`src/rtl/car_drive_unit.sv`:
```
// Car-side plant model: floor travel and door open/hold/close sequencing for one elevator car.
// state        | meaning
// IDLE         | door closed, stationary, accepting commands
// MOVE_UP      | travelling one floor up, commands ignored
// MOVE_DOWN    | travelling one floor down, commands ignored
// ARRIVE       | one-cycle stop at the new floor, accepting commands
// DOOR_OPENING | door opening
// DOOR_OPEN    | door held open, obstruction restarts the hold
// DOOR_CLOSING | door closing, obstruction returns to DOOR_OPEN
module car_drive_unit #(
    parameter int NUM_FLOORS          = 8,
    parameter int FLOOR_TRAVEL_CYCLES = 16,
    parameter int DOOR_MOVE_CYCLES    = 8,
    parameter int DOOR_HOLD_CYCLES    = 32
) (
    input  logic                          clk,
    input  logic                          rst,
    input  logic                          up,
    input  logic                          down,
    input  logic                          stop,
    input  logic                          door_obstruct,
    output logic [$clog2(NUM_FLOORS)-1:0] location,
    output logic                          door_status,
    output logic                          moving,
    output logic                          cmd_error
);
    localparam int LW    = $clog2(NUM_FLOORS);
    localparam int MAX_A = (FLOOR_TRAVEL_CYCLES > DOOR_MOVE_CYCLES) ? FLOOR_TRAVEL_CYCLES : DOOR_MOVE_CYCLES;
    localparam int MAX_C = (MAX_A > DOOR_HOLD_CYCLES) ? MAX_A : DOOR_HOLD_CYCLES;
    localparam int CW    = (MAX_C > 1) ? $clog2(MAX_C) : 1;

    localparam logic [LW-1:0] TOP_FLOOR   = LW'(NUM_FLOORS - 1);
    localparam logic [CW-1:0] TRAVEL_LOAD = CW'(FLOOR_TRAVEL_CYCLES - 1);
    localparam logic [CW-1:0] MOVE_LOAD   = CW'(DOOR_MOVE_CYCLES - 1);
    localparam logic [CW-1:0] HOLD_LOAD   = CW'(DOOR_HOLD_CYCLES - 1);

    typedef enum logic [2:0] {
        IDLE,
        MOVE_UP,
        MOVE_DOWN,
        ARRIVE,
        DOOR_OPENING,
        DOOR_OPEN,
        DOOR_CLOSING
    } state_t;

    state_t          state, state_nxt;
    logic [CW-1:0]   cnt, cnt_nxt;
    logic [LW-1:0]   location_nxt;
    logic            door_status_nxt;
    logic            moving_nxt;
    logic            cmd_error_nxt;

    always_ff @(posedge clk or posedge rst) begin
        if (rst) begin
            state       <= IDLE;
            cnt         <= '0;
            location    <= '0;
            door_status <= 1'b1;
            moving      <= 1'b0;
            cmd_error   <= 1'b0;
        end else begin
            state       <= state_nxt;
            cnt         <= cnt_nxt;
            location    <= location_nxt;
            door_status <= door_status_nxt;
            moving      <= moving_nxt;
            cmd_error   <= cmd_error_nxt;
        end
    end

    always_comb begin
        state_nxt     = state;
        cnt_nxt       = cnt;
        location_nxt  = location;
        cmd_error_nxt = 1'b0;

        unique case (state)
            // ARRIVE decodes commands exactly like IDLE; with nothing legal it settles in IDLE.
            IDLE, ARRIVE: begin
                state_nxt = IDLE;
                if (stop) begin
                    state_nxt = DOOR_OPENING;
                    cnt_nxt   = MOVE_LOAD;
                end else if (up && down) begin
                    cmd_error_nxt = 1'b1;
                end else if (up) begin
                    if (location != TOP_FLOOR) begin
                        state_nxt = MOVE_UP;
                        cnt_nxt   = TRAVEL_LOAD;
                    end else begin
                        cmd_error_nxt = 1'b1;
                    end
                end else if (down) begin
                    if (location != '0) begin
                        state_nxt = MOVE_DOWN;
                        cnt_nxt   = TRAVEL_LOAD;
                    end else begin
                        cmd_error_nxt = 1'b1;
                    end
                end
            end
            MOVE_UP, MOVE_DOWN: begin
                if (cnt == '0) begin
                    state_nxt    = ARRIVE;
                    location_nxt = (state == MOVE_UP) ? location + LW'(1) : location - LW'(1);
                end else begin
                    cnt_nxt = cnt - CW'(1);
                end
            end
            DOOR_OPENING: begin
                if (cnt == '0) begin
                    state_nxt = DOOR_OPEN;
                    cnt_nxt   = HOLD_LOAD;
                end else begin
                    cnt_nxt = cnt - CW'(1);
                end
            end
            DOOR_OPEN: begin
                if (door_obstruct) begin
                    cnt_nxt = HOLD_LOAD;
                end else if (cnt == '0) begin
                    state_nxt = DOOR_CLOSING;
                    cnt_nxt   = MOVE_LOAD;
                end else begin
                    cnt_nxt = cnt - CW'(1);
                end
            end
            DOOR_CLOSING: begin
                if (door_obstruct) begin
                    state_nxt = DOOR_OPEN;
                    cnt_nxt   = HOLD_LOAD;
                end else if (cnt == '0) begin
                    state_nxt = IDLE;
                end else begin
                    cnt_nxt = cnt - CW'(1);
                end
            end
            default: begin
                state_nxt = IDLE;
            end
        endcase

        moving_nxt      = (state_nxt == MOVE_UP) || (state_nxt == MOVE_DOWN);
        door_status_nxt = !((state_nxt == DOOR_OPENING) || (state_nxt == DOOR_OPEN) ||
                            (state_nxt == DOOR_CLOSING));
    end
endmodule
```
`config.mk`:
```
export PLATFORM = sky130hd
export DESIGN_NAME = car_drive_unit
export DESIGN_NICKNAME = d
export VERILOG_FILES = /design/src/rtl/car_drive_unit.sv
export SDC_FILE = /design/constraint.sdc
export NUM_CORES = 1
export LEC_CHECK = 0
export CAP_MARGIN = 10
export CORE_ASPECT_RATIO = 0.7
export CORE_UTILIZATION = 29
export CTS_BUF_LIST = sky130_fd_sc_hd__clkbuf_8
export CTS_CLUSTER_SIZE = 20
export DETAILED_ROUTE_END_ITERATION = 7
export PLACE_DENSITY = 0.57
export SYNTH_ARGS = -nofsm -noshare
export SYNTH_HDL_FRONTEND = slang
export SYNTH_SLANG_ARGS = --single-unit
```
`constraint.sdc`:
```
create_clock -name clk -period 2.3 [get_ports clk]
set_clock_uncertainty 0.05 [all_clocks]
set_input_delay 0.23 -clock clk [delete_from_list [all_inputs] [get_ports clk]]
set_output_delay 0.23 -clock clk [all_outputs]
set_load 0.05 [all_outputs]
```
# Word level (Yosys, flattened, before mapping)
# Cells that the tools add are included.
dict set report op_classes {
  n_reduce_logical 13
  n_addsub 3
  eq_ne 16
  n_mux 33
}
# cell count
set op_table {}
lappend op_table {{2-to-1 mux 5 bit} 11}
lappend op_table {{2-to-1 mux 3 bit} 10}
lappend op_table {{one-hot mux 5 bit (5 select lines)} 1}
lappend op_table {{== test 3 bit, second input constant} 6}
lappend op_table {{one-hot mux 3 bit (5 select lines)} 1}
lappend op_table {{inequality test 4 bit, second input constant} 3}
lappend op_table {{== test 3 x 2 -> 1 bit, second input constant} 3}
lappend op_table {{2-to-1 mux 1 bit} 8}
lappend op_table {{== test 3 x 1 -> 1 bit, second input constant} 2}
lappend op_table {{inequality test 3 bit, second input constant} 2}
lappend op_table {{zero test 5 bit} 1}
lappend op_table {{AND reduction 5 bit} 1}
lappend op_table {{nonzero test 5 bit} 1}
lappend op_table {{subtractor 5 x 1 -> 5 bit, second input constant} 1}
lappend op_table {{2-to-1 mux 2 bit} 2}
lappend op_table {{OR reduction 2 bit} 2}
lappend op_table {{adder 3 x 1 -> 3 bit, second input constant} 1}
lappend op_table {{zero test 3 bit} 1}
lappend op_table {{logical OR 1 bit} 3}
lappend op_table {{nonzero test 3 bit} 1}
lappend op_table {{subtractor 3 x 1 -> 3 bit, second input constant} 1}
lappend op_table {{AND reduction 2 bit} 1}
lappend op_table {{logical AND 1 bit} 1}
lappend op_table {{zero test 1 bit} 1}
dict set report word_totals {
  word_cells 71
  inputBits 6
  ff_bits 14
  output_inout_bits 6
}

# Depth between registers and ports, before layout
# Gate-level depths: netlist (run 1).
dict set report depth {
  word_depth 11
  depth_mapped 9
  mapped_depth_nobuf 8
}

# Least setup slack after synthesis (run 1)
# OpenSTA, ideal clock, no wires.
dict set report synth_timing {
  kind {register -> register}
  startpoint {register state[1]}
  endpoint {register location[2]}
  arrival_time_ps 1764
  t_required_ps 2168
  period_less_slack_ps 1896
  path_stages_with_launch 9
  path_slack_ps 404
  setup_time_ps 82
  path_buffers 1
  path_cell_list {dfrtp_1 buf_2 nor3_1 inv_1 fa_1 nor2_1 a21oi_1 nor3_1 xor2_1}
}
dict set report synth_between {
  elab_chain_len 3
  word_cells_on_any_way 5
  cone_classes {2 x eq/ne; 1 x mux; 2 x reduce/logical}
}
# element line_no
set synth_lines {}
lappend synth_lines {{start, declared} 47} ;# state_t state, state_nxt;
lappend synth_lines {{start signal, assigned} 63} ;# state <= state_nxt;
lappend synth_lines {{== test 3 x 1 -> 1 bit / == test 3 x 2 -> 1 bit (equally long branches)} {78, 106}}
lappend synth_lines {{OR reduction 2 bit} 78} ;# unique case (state)
lappend synth_lines {{AND reduction 2 bit (no line)} --}
lappend synth_lines {{end signal, assigned} 65} ;# location <= location_nxt;
lappend synth_lines {{end, declared} 22} ;# output logic [$clog2(NUM_FLOORS)-1:0] location,
# Several ways; a longest one is shown, not always the timed one.
# A chain may end at the register's enable or synchronous reset.

# Final worst setup path (run 1)
dict set report layout_timing {
  startpoint {register cnt[0]}
  endpoint {register cnt[3]}
}
dict set report layout_between {
  elab_chain_len 4
  word_cells_on_any_way 8
  cone_classes {1 x add/sub; 6 x mux; 1 x reduce/logical}
}
# element line_no
set layout_lines {}
lappend layout_lines {{start, declared} 48} ;# logic [CW-1:0] cnt, cnt_nxt;
lappend layout_lines {{start signal, assigned} 64} ;# cnt <= cnt_nxt;
lappend layout_lines {{subtractor 5 x 1 -> 5 bit / zero test 5 bit (equally long branches)} --}
lappend layout_lines {{2-to-1 mux 5 bit, on equally long branches} {104, 133, 122}}
lappend layout_lines {{2-to-1 mux 5 bit, on equally long branches} {130, 120}}
lappend layout_lines {{one-hot mux 5 bit (5 select lines) *} 78}
# Every way passes the cells marked *; elsewhere a longest branch is shown, timed or not.

==> impl_metrics.csv, run 1 <==
group,metric,value,unit
cts,cts_buffers,3,
sta,worst_slew_pin_slew,595,ps
sta,setup_violations,0,
logic_synthesis,yosys_warnings,0,
worst_setup_path,start_kind,"flop",
worst_setup_path,worstPathMaxFanout,4,
worst_setup_path,cp.required,2410,ps
cts,cts.path.max_buffers,2,
floorplan,coreArea,3280,um2
detailed_routing,drc,0,
placement,port_buffers,11,
floorplan,die_h,52.1,um
global_route,antenna_found_initial,0,
logic_synthesis,async_reset_ff_share,100,%
flow_run,cap_violations,0,
logic_synthesis,yosysMostFrequentCell,"dfrtp_1",
floorplan,start_util,31.7,%
logic_synthesis,postSynthAreaPerCell,8.45,um2
sta,whs,295,ps
logic_synthesis,syn_area,1040,um2
global_route,grt_overflow_total,0,
logic_synthesis,syn_nets,132,
global_route,grt_first_pass_wirelength,4190,um
logic_synthesis,synth_ff_type,"dfrtp_1",
cts,h-tree-depth,1,
logic_synthesis,synth_edf_count,0,
cts,cts_tree,"built",
layout,drive_gt1_share,13.2,%
logic_synthesis,synth_cell_types,46,
worst_setup_path,cp_top_family,"simple AND/OR/NAND/NOR gates",
global_route,grt_max_degree,21,
pwr,max-vdd-ir-drop,0.417,mV
logic_synthesis,ys_seq_elements,14,
cts,insertion_delay,250,ps
logic_synthesis,synthTopCellsByArea,"dfrtp_1 (31%), a21oi_1 (4.8%), nor2_1 (4.0%)",
sta,min_period,2000,ps
detailed_routing,vias,959,
logic_synthesis,yosysTopAreaCell,"dfrtp_1",
worst_setup_path,cpMostUsedCell,"o311ai_1",
layout,area_growth,21.8,%
pwr,p_per_area,777,nW/um2
detailed_routing,postRouteAntennaNets,0,
sta,fmax,499,MHz
placement,globalplace.congestion,0.904,
cts,cts_resized,0,
placement,dp_hpwl,1880,um
worst_setup_path,critPathBufInv,2,
cts,root_buffer,"clkbuf_8",
detailed_routing,routed_wl,2680,um
worst_setup_path,crit_path_max_incr_delay,420,ps
detailed_routing,wire_per_inst,14.6,um
cts,clkSlewWorstSetupHoldPaths,70,ps
sta,post-route-period-util,87.1,%
layout,nNetsFinal,146,
worst_setup_path,reg2reg_slack,300,ps
global_route,track_usage,14.9,%
hold_path,hold_path.class,"input pin to asynchronous set/reset pin",
detailed_routing,drt_pass1_iterations,4,
sta,slew_headroom,60.3,%
sta,hold_viol,0,
detailed_routing,dr.first_iter.drc_count,102,
cts,postCtsSetupBuffers,0,
pwr,leakagePower,0.000512,uW
logic_synthesis,syn_inst,123,
sta,fin_setup_tns,0,ps
cts,postCtsHoldBufs,0,
worst_setup_path,slowest_stage,"dfrtp_1",
pwr,power,984,uW
outcome,status,"finished, final reports clean",
floorplan,rows,17,
worst_setup_path,path_class,"flop to flop",
detailed_routing,viasPerCell,5.24,
floorplan,die_w,73.6,um
logic_synthesis,synth.top_cell.area_share,31.3,%
worst_setup_path,worstPathCellList,"inv_1 -> ha_1 -> nor4b_4 -> buf_4 -> nor4b_1 -> o311ai_1 -> o311ai_1 -> nor3_1",
logic_synthesis,yosys-top-cells-count,"dfrtp_1 (13), nor2_1 (11), a21oi_1 (10)",
floorplan,ioPinCount,12,
global_route,grt_pass1_vias,889,
sta,rsz0062_at_grt,"false",
sta,drv_slew,0,
logic_synthesis,synth-seq-area-share,33.8,%
worst_setup_path,end_kind,"flop",
layout,insertedDiodeCount,0,
worst_setup_path,cp.arrival,2120,ps
floorplan,dieArea,3830,um2
cts,clock-sinks,14,
-- report_power, final --
part | switching, uW | total [uW] | internal [uW]
clock network | 100 | 252 | 152
registers | 57.4 | 353 | 296
logic | 214 | 379 | 166
-- worst reg2reg max path: cells and delay by family (launching register included) --
| family | cells | cell delay, ps |
|---|---|---|
| buffers and inverters | 2 | 280 |
| and+or+nand+nor | 3 | 510 |
| adders and majority gates | 1 | 230 |
| AOI/OAI and AO/OA | 2 | 450 |
| DFF | 1 | 420 |
-- path summary, 6_finish.rpt --
kind	depth (start not counted)	startpoint	to
worst min register to register	1	location[2]$_DFFE_PP0P_	location[2]$_DFFE_PP0P_
max in group asynchronous	2	rst	cnt[1]$_DFFE_PP0P_
min in group clk	1	location[2]$_DFFE_PP0P_	location[2]$_DFFE_PP0P_
worst max register to register	8	cnt[0]$_DFFE_PP0P_	cnt[3]$_DFFE_PP0P_
worst min-delay path	2	rst	cmd_error$_DFF_PP0_
worst max-delay path	8	cnt[0]$_DFFE_PP0P_	cnt[3]$_DFFE_PP0P_
-- state kept, by name, summed over array words and instances, names as in the netlist --
| name | count |
|---|---|
| cmd_error | 1 |
| cnt | 5 |
| door_status | 1 |
| location | 3 |
| moving | 1 |
| state | 3 |
-- final cells by class --
cell class                 count  area, um2
fill                         342       2010
multi-input combinational     91        608
sequential                    14        352
timing repair buffer          17        155
tap                           47       58.8
clock buffer                   4       55.1
inverter                      10       37.5
-- cells by family (layout without fill, tap and decap cells) --
logic type / Yosys count / in the layout / share of synthesized area (%)
buffers and inverters: 18 / 31 / 7.70
muxes: 1 / 1 / 1.08
DFF: 14 / 14 / 33.8
adders and majority gates: 3 / 3 / 4.33
AOI/OAI and AO/OA: 38 / 38 / 24.2
and+or+nand+nor: 44 / 44 / 23.9
xor gates and xnor gates: 5 / 5 / 4.93
-- cells in the final DEF, fill, tap and decap left out, types with 2 or more instances in the layout --
cell type        count
a31oi_1              2
o21ai_0              8
nor3_1               5
nor2b_1              5
clkdlybuf4s50_1     11
inv_1                9
nor2_1              11
nand2b_1             3
and2_1               2
a21oi_1             10
o311ai_1             2
and3_1               2
ha_1                 2
clkbuf_8             4
xor2_1               3
buf_4                6
o221ai_1             2
o22ai_1              2
dfrtp_1             13
a22oi_1              2
nand2_1              7
nand3_1              2
-- per-layer routing --
layer,vias up,global-route usage [%],part of all wire [%],wire (um)
met5,-,0,0,0
met3,2,4.84,8.2,220
met4,0,2.56,0.49,13
li1,472,-,-,-
met2,38,22.5,43,1160
met1,447,20.8,48,1280
-- per-stage QoR --
stage,setup slack (ps),cell area [um2],cells,utilization (%)
3_5_place_dp,203,1200,177,36.5
3_3_place_gp,194,1200,177,36.5
6_report,296,1270,183,38.7
5_1_grt,156,1270,183,38.7
2_1_floorplan,404,1040,123,-
4_1_cts,183,1250,181,38.2
No activity file was read; power rests on OpenSTA's default activity.
==> run 2, diff against run 1 <==
Settings changed: TNS_END_PERCENT set to 10.
==> results of run 2 <==
Final layout, timing and power as in run 1 (identical DEF).
